==> src/rtl/imem_fetch_ctrl_if.sv <==
// -----------------------------------------------------------------------------
// imem_fetch_ctrl_if
// Bundles the instruction-memory port, the redirect inputs and the
// valid/ready hand-off to decode for imem_fetch_ctrl.
//   master : the fetch controller side
//   slave  : the environment side (memory, decode, branch unit)
// -----------------------------------------------------------------------------
interface imem_fetch_ctrl_if #(
    parameter int FIFO_DEPTH = 4
) ();
    localparam int CW = $clog2(FIFO_DEPTH) + 1;

    logic          fetch_en;
    logic          redirect_valid;
    logic [31:0]   redirect_pc;
    logic [31:0]   imem_addr;
    logic [31:0]   imem_rdata;
    logic          fetch_valid;
    logic [31:0]   fetch_instr;
    logic [31:0]   fetch_pc;
    logic          fetch_ready;
    logic [CW-1:0] fifo_count;
    logic          halted;
    logic          misalign_err;

    modport master (
        input  fetch_en,
        input  redirect_valid,
        input  redirect_pc,
        input  imem_rdata,
        input  fetch_ready,
        output imem_addr,
        output fetch_valid,
        output fetch_instr,
        output fetch_pc,
        output fifo_count,
        output halted,
        output misalign_err
    );

    modport slave (
        output fetch_en,
        output redirect_valid,
        output redirect_pc,
        output imem_rdata,
        output fetch_ready,
        input  imem_addr,
        input  fetch_valid,
        input  fetch_instr,
        input  fetch_pc,
        input  fifo_count,
        input  halted,
        input  misalign_err
    );
endinterface

==> src/rtl/imem_fetch_ctrl.sv <==
// -----------------------------------------------------------------------------
// imem_fetch_ctrl
// Instruction-fetch sequencer: owns the PC, presents it to the instruction
// memory, captures {pc, word} into a small prefetch FIFO and hands the head
// to decode over valid/ready. Redirects flush the FIFO and reload the PC; a
// fetched HALT_INSTR stops further fetching until the next redirect.
//
// Optional feature macro: FETCH_MISALIGN_CHK_EN
//   defined   : a redirect whose target has bits [1:0] != 0 flushes, keeps the
//               PC, enters HALT and sets the sticky misalign_err flag.
//   undefined : misalign_err is 0 and target bits [1:0] are simply cleared.
// -----------------------------------------------------------------------------
module imem_fetch_ctrl #(
    parameter logic [31:0] RESET_PC   = 32'h0000_0000,
    parameter int          IMEM_BYTES = 32,
    parameter int          FIFO_DEPTH = 4,
    parameter logic [31:0] HALT_INSTR = 32'h0000_0073
) (
    input  logic               clk,
    input  logic               reset_n,
    imem_fetch_ctrl_if.master  bus
);

    localparam int             AW      = $clog2(FIFO_DEPTH);
    localparam int             CW      = AW + 1;
    // Address mask: wraps modulo IMEM_BYTES and forces word alignment.
    localparam logic [31:0]    PC_MASK = (32'(IMEM_BYTES) - 32'd1) & ~32'h0000_0003;
    localparam logic [CW-1:0]  DEPTH_C = CW'(FIFO_DEPTH);
    localparam logic [CW-1:0]  CNT_ONE = CW'(1);
    localparam logic [CW-1:0]  CNT_ZERO = CW'(0);
    localparam logic [AW-1:0]  PTR_ONE = AW'(1);
    localparam logic [AW-1:0]  PTR_ZERO = AW'(0);

    typedef enum logic [1:0] {
        ST_IDLE  = 2'd0,
        ST_FETCH = 2'd1,
        ST_HALT  = 2'd2
    } state_t;

    // Wrap an address into the instruction memory and align it to a word.
    function automatic logic [31:0] wrap_pc(input logic [31:0] addr);
        return addr & PC_MASK;
    endfunction

    // ------------------------------------------------------------------
    // State
    // ------------------------------------------------------------------
    state_t         r_state;
    logic [31:0]    r_pc;
    logic [CW-1:0]  r_count;
    logic [AW-1:0]  r_wr_ptr;
    logic [AW-1:0]  r_rd_ptr;
    logic [31:0]    r_buf_pc    [FIFO_DEPTH];
    logic [31:0]    r_buf_instr [FIFO_DEPTH];
`ifdef FETCH_MISALIGN_CHK_EN
    logic           r_misalign;
`endif

    // ------------------------------------------------------------------
    // Control decode
    // ------------------------------------------------------------------
    logic           w_redirect;
    logic           w_misalign;
    logic           w_fifo_nonempty;
    logic           w_pop;
    logic           w_push_ok;
    logic           w_push;
    logic           w_is_halt;
    logic [31:0]    w_pc_inc;
    logic [31:0]    w_redir_pc;

    // Derive push/pop qualifiers; a redirect blocks both in its cycle.
    always_comb begin
        w_redirect      = bus.redirect_valid;
        w_misalign      = 1'b0;
        w_fifo_nonempty = (r_count != CNT_ZERO);
        w_pop           = 1'b0;
        w_push_ok       = 1'b0;
        w_push          = 1'b0;
        w_is_halt       = (bus.imem_rdata == HALT_INSTR);
        w_pc_inc        = wrap_pc(r_pc + 32'd4);
        w_redir_pc      = wrap_pc(bus.redirect_pc);

`ifdef FETCH_MISALIGN_CHK_EN
        if (w_redirect && (bus.redirect_pc[1:0] != 2'b00)) begin
            w_misalign = 1'b1;
        end else begin
            w_misalign = 1'b0;
        end
`endif

        if (w_redirect) begin
            w_pop     = 1'b0;
            w_push_ok = 1'b0;
        end else begin
            w_pop     = w_fifo_nonempty & bus.fetch_ready;
            // A full FIFO still accepts a push when the head leaves this cycle.
            w_push_ok = bus.fetch_en & ((r_count < DEPTH_C) | w_pop);
        end

        if (r_state == ST_FETCH) begin
            w_push = w_push_ok;
        end else begin
            w_push = 1'b0;
        end
    end

    // ------------------------------------------------------------------
    // Sequencer FSM and PC register
    // ------------------------------------------------------------------
    // Track fetch state, advance the PC on each push, apply redirects.
    always_ff @(posedge clk or negedge reset_n) begin
        if (!reset_n) begin
            r_state <= ST_IDLE;
            r_pc    <= RESET_PC;
`ifdef FETCH_MISALIGN_CHK_EN
            r_misalign <= 1'b0;
`endif
        end else if (w_redirect) begin
            if (w_misalign) begin
                // Misaligned target: keep the PC, stop fetching, flag it.
                r_state <= ST_HALT;
`ifdef FETCH_MISALIGN_CHK_EN
                r_misalign <= 1'b1;
`endif
            end else begin
                r_pc <= w_redir_pc;
                case (r_state)
                    ST_IDLE:  r_state <= ST_IDLE;
                    ST_FETCH: r_state <= bus.fetch_en ? ST_FETCH : ST_IDLE;
                    ST_HALT:  r_state <= ST_FETCH;
                    default:  r_state <= ST_IDLE;
                endcase
            end
        end else begin
            case (r_state)
                ST_IDLE: begin
                    if (bus.fetch_en) begin
                        r_state <= ST_FETCH;
                    end else begin
                        r_state <= ST_IDLE;
                    end
                end
                ST_FETCH: begin
                    if (!bus.fetch_en) begin
                        r_state <= ST_IDLE;
                    end else if (w_push) begin
                        r_pc <= w_pc_inc;
                        // The halt word itself is delivered; only later fetches stop.
                        if (w_is_halt) begin
                            r_state <= ST_HALT;
                        end else begin
                            r_state <= ST_FETCH;
                        end
                    end else begin
                        r_state <= ST_FETCH;
                    end
                end
                ST_HALT: begin
                    r_state <= ST_HALT;
                end
                default: begin
                    r_state <= ST_IDLE;
                end
            endcase
        end
    end

    // ------------------------------------------------------------------
    // Prefetch FIFO
    // ------------------------------------------------------------------
    // Store {pc, word} on push, retire the head on pop, drop all on redirect.
    always_ff @(posedge clk or negedge reset_n) begin
        if (!reset_n) begin
            r_count  <= CNT_ZERO;
            r_wr_ptr <= PTR_ZERO;
            r_rd_ptr <= PTR_ZERO;
            for (int i = 0; i < FIFO_DEPTH; i++) begin
                r_buf_pc[i]    <= 32'h0000_0000;
                r_buf_instr[i] <= 32'h0000_0000;
            end
        end else if (w_redirect) begin
            r_count  <= CNT_ZERO;
            r_wr_ptr <= PTR_ZERO;
            r_rd_ptr <= PTR_ZERO;
        end else begin
            if (w_push) begin
                r_buf_pc[r_wr_ptr]    <= r_pc;
                r_buf_instr[r_wr_ptr] <= bus.imem_rdata;
                r_wr_ptr              <= r_wr_ptr + PTR_ONE;
            end else begin
                r_wr_ptr <= r_wr_ptr;
            end

            if (w_pop) begin
                r_rd_ptr <= r_rd_ptr + PTR_ONE;
            end else begin
                r_rd_ptr <= r_rd_ptr;
            end

            case ({w_push, w_pop})
                2'b10:   r_count <= r_count + CNT_ONE;
                2'b01:   r_count <= r_count - CNT_ONE;
                default: r_count <= r_count;
            endcase
        end
    end

    // ------------------------------------------------------------------
    // Outputs (all decoded directly from registers)
    // ------------------------------------------------------------------
    assign bus.imem_addr   = r_pc;
    assign bus.fifo_count  = r_count;
    assign bus.fetch_valid = w_fifo_nonempty;
    // Head fields read as zero while the FIFO is empty so flushed data never shows.
    assign bus.fetch_instr = w_fifo_nonempty ? r_buf_instr[r_rd_ptr] : 32'h0000_0000;
    assign bus.fetch_pc    = w_fifo_nonempty ? r_buf_pc[r_rd_ptr]    : 32'h0000_0000;
    assign bus.halted      = (r_state == ST_HALT);
`ifdef FETCH_MISALIGN_CHK_EN
    assign bus.misalign_err = r_misalign;
`else
    assign bus.misalign_err = 1'b0;
`endif

endmodule

==> src/flat_wrapper.sv <==
// flat-port wrapper written by rule: the top's interface ports become plain ports
module imem_fetch_ctrl_flat 
#(
    parameter logic [31:0] RESET_PC   = 32'h0000_0000,
    parameter int          IMEM_BYTES = 32,
    parameter int          FIFO_DEPTH = 4,
    parameter logic [31:0] HALT_INSTR = 32'h0000_0073
)
  (clk, reset_n, bus_fetch_en, bus_redirect_valid, bus_redirect_pc, bus_imem_rdata, bus_fetch_ready, bus_imem_addr, bus_fetch_valid, bus_fetch_instr, bus_fetch_pc, bus_fifo_count, bus_halted, bus_misalign_err);
  imem_fetch_ctrl_if #(.FIFO_DEPTH(FIFO_DEPTH)) bus_i ();
  input  logic clk;
  input  logic reset_n;
  input wire logic [$bits(bus_i.fetch_en)-1:0] bus_fetch_en;
  input wire logic [$bits(bus_i.redirect_valid)-1:0] bus_redirect_valid;
  input wire logic [$bits(bus_i.redirect_pc)-1:0] bus_redirect_pc;
  input wire logic [$bits(bus_i.imem_rdata)-1:0] bus_imem_rdata;
  input wire logic [$bits(bus_i.fetch_ready)-1:0] bus_fetch_ready;
  output wire logic [$bits(bus_i.imem_addr)-1:0] bus_imem_addr;
  output wire logic [$bits(bus_i.fetch_valid)-1:0] bus_fetch_valid;
  output wire logic [$bits(bus_i.fetch_instr)-1:0] bus_fetch_instr;
  output wire logic [$bits(bus_i.fetch_pc)-1:0] bus_fetch_pc;
  output wire logic [$bits(bus_i.fifo_count)-1:0] bus_fifo_count;
  output wire logic [$bits(bus_i.halted)-1:0] bus_halted;
  output wire logic [$bits(bus_i.misalign_err)-1:0] bus_misalign_err;
  assign bus_i.fetch_en = bus_fetch_en;
  assign bus_i.redirect_valid = bus_redirect_valid;
  assign bus_i.redirect_pc = bus_redirect_pc;
  assign bus_i.imem_rdata = bus_imem_rdata;
  assign bus_i.fetch_ready = bus_fetch_ready;
  assign bus_imem_addr = bus_i.imem_addr;
  assign bus_fetch_valid = bus_i.fetch_valid;
  assign bus_fetch_instr = bus_i.fetch_instr;
  assign bus_fetch_pc = bus_i.fetch_pc;
  assign bus_fifo_count = bus_i.fifo_count;
  assign bus_halted = bus_i.halted;
  assign bus_misalign_err = bus_i.misalign_err;
  imem_fetch_ctrl #(.RESET_PC(RESET_PC), .IMEM_BYTES(IMEM_BYTES), .FIFO_DEPTH(FIFO_DEPTH), .HALT_INSTR(HALT_INSTR)) u_core (.clk(clk), .reset_n(reset_n), .bus(bus_i));
endmodule
==> config.mk <==
export PLATFORM = sky130hd
export DESIGN_NAME = imem_fetch_ctrl_flat
export DESIGN_NICKNAME = d
export VERILOG_FILES = /design/src/rtl/imem_fetch_ctrl_if.sv /design/src/rtl/imem_fetch_ctrl.sv /design/src/flat_wrapper.sv
export SDC_FILE = /design/constraint.sdc
export NUM_CORES = 1
export LEC_CHECK = 0
export ABC_AREA = 1
export CAP_MARGIN = 20
export CORE_ASPECT_RATIO = 0.75
export CORE_MARGIN = 10
export CORE_UTILIZATION = 51
export DETAILED_ROUTE_END_ITERATION = 12
export PLACE_DENSITY = 0.78
export SLEW_MARGIN = 20
export SYNTH_ARGS = -nofsm -noshare
export SYNTH_HDL_FRONTEND = slang
export SYNTH_SLANG_ARGS = --single-unit
==> constraint.sdc <==
create_clock -name clk -period 2.3 [get_ports clk]
set_clock_uncertainty 0.1 [all_clocks]
set_input_delay 0.69 -clock clk [delete_from_list [all_inputs] [get_ports clk]]
set_output_delay 0.69 -clock clk [all_outputs]
set_load 0.02 [all_outputs]
==> flow_summary.toml, run 1 <==
[layout]
final_common_cell = "nand2_1"
final_cell_mix = "169 x nand2_1, 151 x dfrtp_1, 147 x nor2_1, 121 x o21ai_1, 62 x buf_4"
layout.nets = 1130
drive_gt1_frac = 0.2199
antennaDiodeCount = 0
layout.cells.non_filler = 1269
synthToLayoutAreaGrowth_pct = 25.91

[clocking]
clk_pin_slew_ns = 0.06
cts_root_buf = "clkbuf_16"
cts_hold_buf = 0
cts_sinks = 152
h-tree-depth = 4
cts_tree = "built"
cts_buffer_depth = 2
worstSkewPairLatency_ns = 0.42
numCtsBuffers = 17

[setup_path]
cpMostUsedCell = "buf_12"
crit_chain = "buf_12 -> buf_12 -> buf_16 -> nor2_4 -> nor2_2 -> o21ai_2 -> a21oi_2 -> buf_6"
required_ns = 1.51
cp-end-kind = "output port"
critPathMaxStageDelay_ns = 0.41
start_kind = "flip-flop"
crit_path_top_delay_cell = "dfrtp_2"
crit_arrival_ns = 1.83
cp_max_fo = 7
critPathKind = "reg2out"

[logic_synthesis]
ys_seq_area_frac = 0.4815
synth_area_leaders = "dfrtp_1 48%, nand2_1 8.1%, nor2_1 7.7%"
synth-main-ff-cell = "dfrtp_1"
netlist_instances = 936
ys_seq_elements = 152
yosysTopAreaCellShare = 0.4815
yosys.area.top_type = "dfrtp_1"
yosysWarnings = 0
syn_area_per_cell_um2 = 8.439
ys_types = 28
syn-cell-area_um2 = 7899
synth_edf_count = 0
synth_async_sr_flop_share = 1.000

[floorplan]
die-area_um2 = 20920
ios = 171
fp.dieW_um = 163.7
die_h_um = 127.8
initial_utilization = 0.5188
coreArea_um2 = 15220
row_count = 39

[routing]
ant_nets = 0
wire_per_inst_um = 16.34
drt-total-wl_um = 20740
drc_errors = 0
dr.pass1.iters = 5
drt_iter0_markers = 512
post_drt_via_cell_ratio = 5.188
vias = 6583

[grt]
grt_pass1_vias = 6476
grt_max_degree = 51
grt_pass1_wl_um = 33040
grt_use_total = 0.1960
antenna_found_initial = 0
overflow = 0

[timing]
setup_slack_ns = -0.3189
drv_slew = 0
setup_viol = 35
fin_crit_ns = 2.619
hold_viol_final = 0
fmax_mhz = 381.8
period_share = 1.139
rsz0062_at_grt = "yes"

[job]
cap_violations = 0

[pwr]
finalPower_mw = 10.62
p_leak_nw = 4.798
ir_worst_vdd_uv = 579.6
p_per_area_nw_per_um2 = 1068

[run_status]
violations = "setup timing"
run_status = "finished with violations"

[placed_design]
dp_hpwl_um = 12640
portBuffers = 82
gp_congestion = 0.7933
dpl.cell_count = 1218

[worst_hold_path]
hold_path.class = "in2async"
state kept, by name, summed over array words and instances, names as in the netlist:
register / cells
u_core.bus.fifo_count: 3
u_core.bus.imem_addr: 3
u_core.r_buf_instr: 128
u_core.r_buf_pc: 12
u_core.r_rd_ptr: 2
u_core.r_state: 2
u_core.r_wr_ptr: 2
report_power, final:
part           switching, mW  internal (mW)
Clock                   1.15           1.66
Combinational           2.52           1.97
Sequential             0.244           3.08
Total                   3.91           6.71
path summary, 6_finish.rpt:
path,depth (start not counted),end,slack [ns],startpoint
worst max-delay path,8,bus_fetch_pc[4],-0.32,u_core.r_rd_ptr[0]
worst min-delay path,1,u_core.r_buf_instr[11],0.11,reset_n
worst max register to register,13,u_core.bus.fifo_count[2],0.20,u_core.r_state[1]
worst min register to register,2,u_core.r_buf_instr[31],0.38,u_core.r_buf_instr[31]
max in group asynchronous,2,u_core.r_buf_instr[117],1.35,reset_n
min in group clk,2,u_core.r_buf_instr[31],0.38,u_core.r_buf_instr[31]
layout make-up:
cell class / count / area [µm²]
Inverter: 52 / 209.0
Fill cell: 1201 / 5279
Timing Repair Buffer: 151 / 1717
Sequential cell: 152 / 3805
Multi-Input combinational cell: 677 / 3362
Tap cell: 205 / 256.5
Clock inverter: 13 / 143.9
Clock buffer: 19 / 452.9
per-layer routing:
metal | wire [µm] | vias to the layer above | track usage
li1 | - | 3143 | -
met1 | 8870 | 3144 | 0.2550
met2 | 9970 | 261 | 0.3216
met3 | 1480 | 35 | 0.04108
met4 | 415 | 0 | 0.06135
met5 | 0 | - | 0
synth_stat cells, drive strengths merged, types with 2 or more instances:
cell and instances:
o21ai 216, nand2 177, nor2 163, dfrtp 152, buf 102, inv 50, a21oi 39, clkbuf 11
ha 9, nand3 6, xor2 3, clkinv 2, o211ai 2
through the flow:
| step | hold WS (ns) | utilization | area [µm²] | worst slack (ns) | TNS, ns |
|---|---|---|---|---|---|
| 6_report | 0.1130 | 0.6533 | 9946 | -0.3189 | -8.251 |
| 3_3_place_gp | 0.3568 | 0.5880 | 8952 | -0.3116 | -12.27 |
| 4_1_cts | 0.1278 | 0.6461 | 9837 | -0.3085 | -8.471 |
| 5_1_grt | 0.1387 | 0.6533 | 9946 | -0.3789 | -10.93 |
| 3_5_place_dp | 0.3625 | 0.5880 | 8952 | -0.3797 | -14.53 |
| 2_1_floorplan | 0.2944 | - | 8139 | -0.07408 | -1.769 |
worst max-delay path: cells and delay by family (launching register included):
family	cells	cell delay [ns]
buf+inv	4	0.57
flops	1	0.41
compound gates	2	0.26
simple gates	2	0.17
cells by family (layout without fill, tap and decap cells):
| family | after synthesis | after routing | share of synthesized area |
|---|---|---|---|
| xor gates and xnor gates | 3 | 3 | 0.003327 |
| AOI/OAI and AO/OA | 259 | 259 | 0.1904 |
| and+or+nand+nor | 346 | 346 | 0.1728 |
| buffers and inverters | 165 | 235 | 0.1346 |
| DFF | 152 | 152 | 0.4815 |
| other | 1 | 59 | 0.0004748 |
| adders and majority gates | 10 | 10 | 0.01679 |
timing repair:
| action | in CTS | in global routing |
|---|---|---|
| setup buffers | 10 | 2 |
| gates cloned | 6 | 2 |
| gates resized for setup | 231 | 37 |
| endpoints found under the setup margin | 40 | 38 |
| pin swaps | 20 | 22 |
Power figures use the tool's default switching activity.
==> run 2: changes to the inputs <==
SKIP_CTS_REPAIR_TIMING = 1   (was unset)
==> run 2 against run 1 <==
- the run still ends with setup timing left
- clock power is essentially flat
- flip-flop and latch count unchanged
- combinational power decreased by 12%
- power down 5.1%
- via count is 3.3% lower
- critical endpoint is now bus_fetch_instr[29]
- largest cell class unchanged
==> flow_summary.toml, run 2 (same netlist as run 1, synthesis figures left out) <==
[run_status]
run_status = "finished with violations"
violations = "setup timing"

[routing]
post_drt_via_cell_ratio = 5.082
drt-total-wl_um = 19390
vias = 6368
wire_per_inst_um = 15.47
drc_errors = 0
ant_nets = 0
drt_iter0_markers = 488
dr.pass1.iters = 7

[setup_path]
required_ns = 1.51
crit_arrival_ns = 1.82
r2r_slack_ns = 0.20
r2r_start = "u_core.r_state[1]"
cp-endpoint = "bus_fetch_instr[29]"
start_kind = "flip-flop"
crit_path_start = "u_core.r_rd_ptr[0]"
cp-end-kind = "output port"
critPathKind = "reg2out"
cp_max_fo = 42
timing.rr.end = "u_core.bus.fifo_count[2]"
rr_worst_depth = 13

[clocking]
clk_pin_slew_ns = 0.06
cts_root_buf = "clkbuf_16"
cts_buffer_depth = 2
numCtsBuffers = 17
worstSkewPairLatency_ns = 0.42
cts_sinks = 152
h-tree-depth = 4
cts_tree = "built"

[pwr]
finalPower_mw = 10.08
p_leak_nw = 4.681
ir_worst_vdd_uv = 551.4
p_per_area_nw_per_um2 = 1053

[layout]
largest_reg_flops = 128
final_cell_mix = "169 x nand2_1, 160 x nor2_1, 151 x dfrtp_1, 103 x o21ai_1"
final_common_cell = "nand2_1"
finish.utilization = 0.6289
antennaDiodeCount = 0
drive_gt1_frac = 0.1918
layout.nets = 1114
largestRegisters = "u_core.r_buf_instr (128), u_core.r_buf_pc (12)"
regMostFlops = "u_core.r_buf_instr"
final_area_um2 = 9574
synthToLayoutAreaGrowth_pct = 21.21

[floorplan]
row_count = 39
coreArea_um2 = 15220
ios = 171
die_h_um = 127.8
fp.dieW_um = 163.7
initial_utilization = 0.5188
die-area_um2 = 20920

[grt]
grt_max_degree = 51
grt_pass1_vias = 6278
grt_pass1_wl_um = 31170
antenna_found_initial = 0
overflow = 0
grt_use_total = 0.1832

[placed_design]
placed_area_um2 = 8952
dp_slack_ns = -0.3797
gp_congestion = 0.7933
dp_hpwl_um = 12640
portBuffers = 82

[timing]
rsz0062_at_grt = "yes"
setup_viol = 35
fin_setup_tns_ns = -7.328
setup_slack_ns = -0.3141
fin_crit_ns = 2.614
drv_slew = 0
hold_viol_final = 0
period_share = 1.137
fmax_mhz = 382.5

[job]
cap_violations = 0

[worst_hold_path]
hold_path.class = "in2async"
-- run 2: cell count changes in the layout (fill, tap and decap cells not counted), sizes merged --
cell | previous run | this run
buf | 103 | 87
dlygate4sd2 | 5 | 0
dlymetal6s2s | 1 | 6
-- run 2: stage by stage --
step | cells | hold slack [ns]
finish | 1253 | 0.1216
global route | 1253 | 0.1404
CTS | 1250 | 0.1278
detailed placement | 1218 | 0.3625
global placement | 1218 | 0.3568
floorplan | 994 | 0.2944
-- run 2: area by class of cell --
cell class,instances,area [µm²]
clock buffers,19,452.9
flip-flops and latches,152,3805
clock inverters,13,143.9
repair buffers,135,1425
fillers,1259,5650
inverters,52,196.4
well taps,205,256.5
multi-input cells,677,3294
-- run 2: critical path, stage by stage (launching register included) --
cell and delay, ns:
dfrtp_2 0.49, inv_2 0.13, buf_12 0.20, o21ai_0 0.14
a21oi_1 0.24, buf_4 0.19
-- run 2: report_power, final --
group          switching, mW  internal, mW  leakage, nW  total, mW
registers              0.240          3.08         2.04       3.32
clock network           1.15          1.66        0.282       2.82
logic                   2.31          1.64         2.35       3.95
-- run 2: routing by layer --
layer / vias up / global-route usage / routed length, µm
met4: 0 / 0.06083 / 264
met3: 21 / 0.04076 / 1316
met5: - / 0 / 0
met1: 3026 / 0.2345 / 8368
met2: 221 / 0.3018 / 9435
li1: 3100 / - / -
-- run 2: worst min-delay path by stage --
stage,to,depth (start not counted),startpoint,slack [ns]
final,u_core.r_buf_instr[2],1,reset_n,0.12
after global routing,u_core.r_buf_instr[2],1,reset_n,0.14
after CTS,u_core.r_buf_instr[75],1,reset_n,0.13
after detailed placement,u_core.r_buf_instr[16],2,u_core.r_buf_instr[16],0.36
after global placement,u_core.r_buf_instr[15],2,u_core.r_buf_instr[15],0.36
after floorplan,u_core.bus.fifo_count[0],0,reset_n,0.29
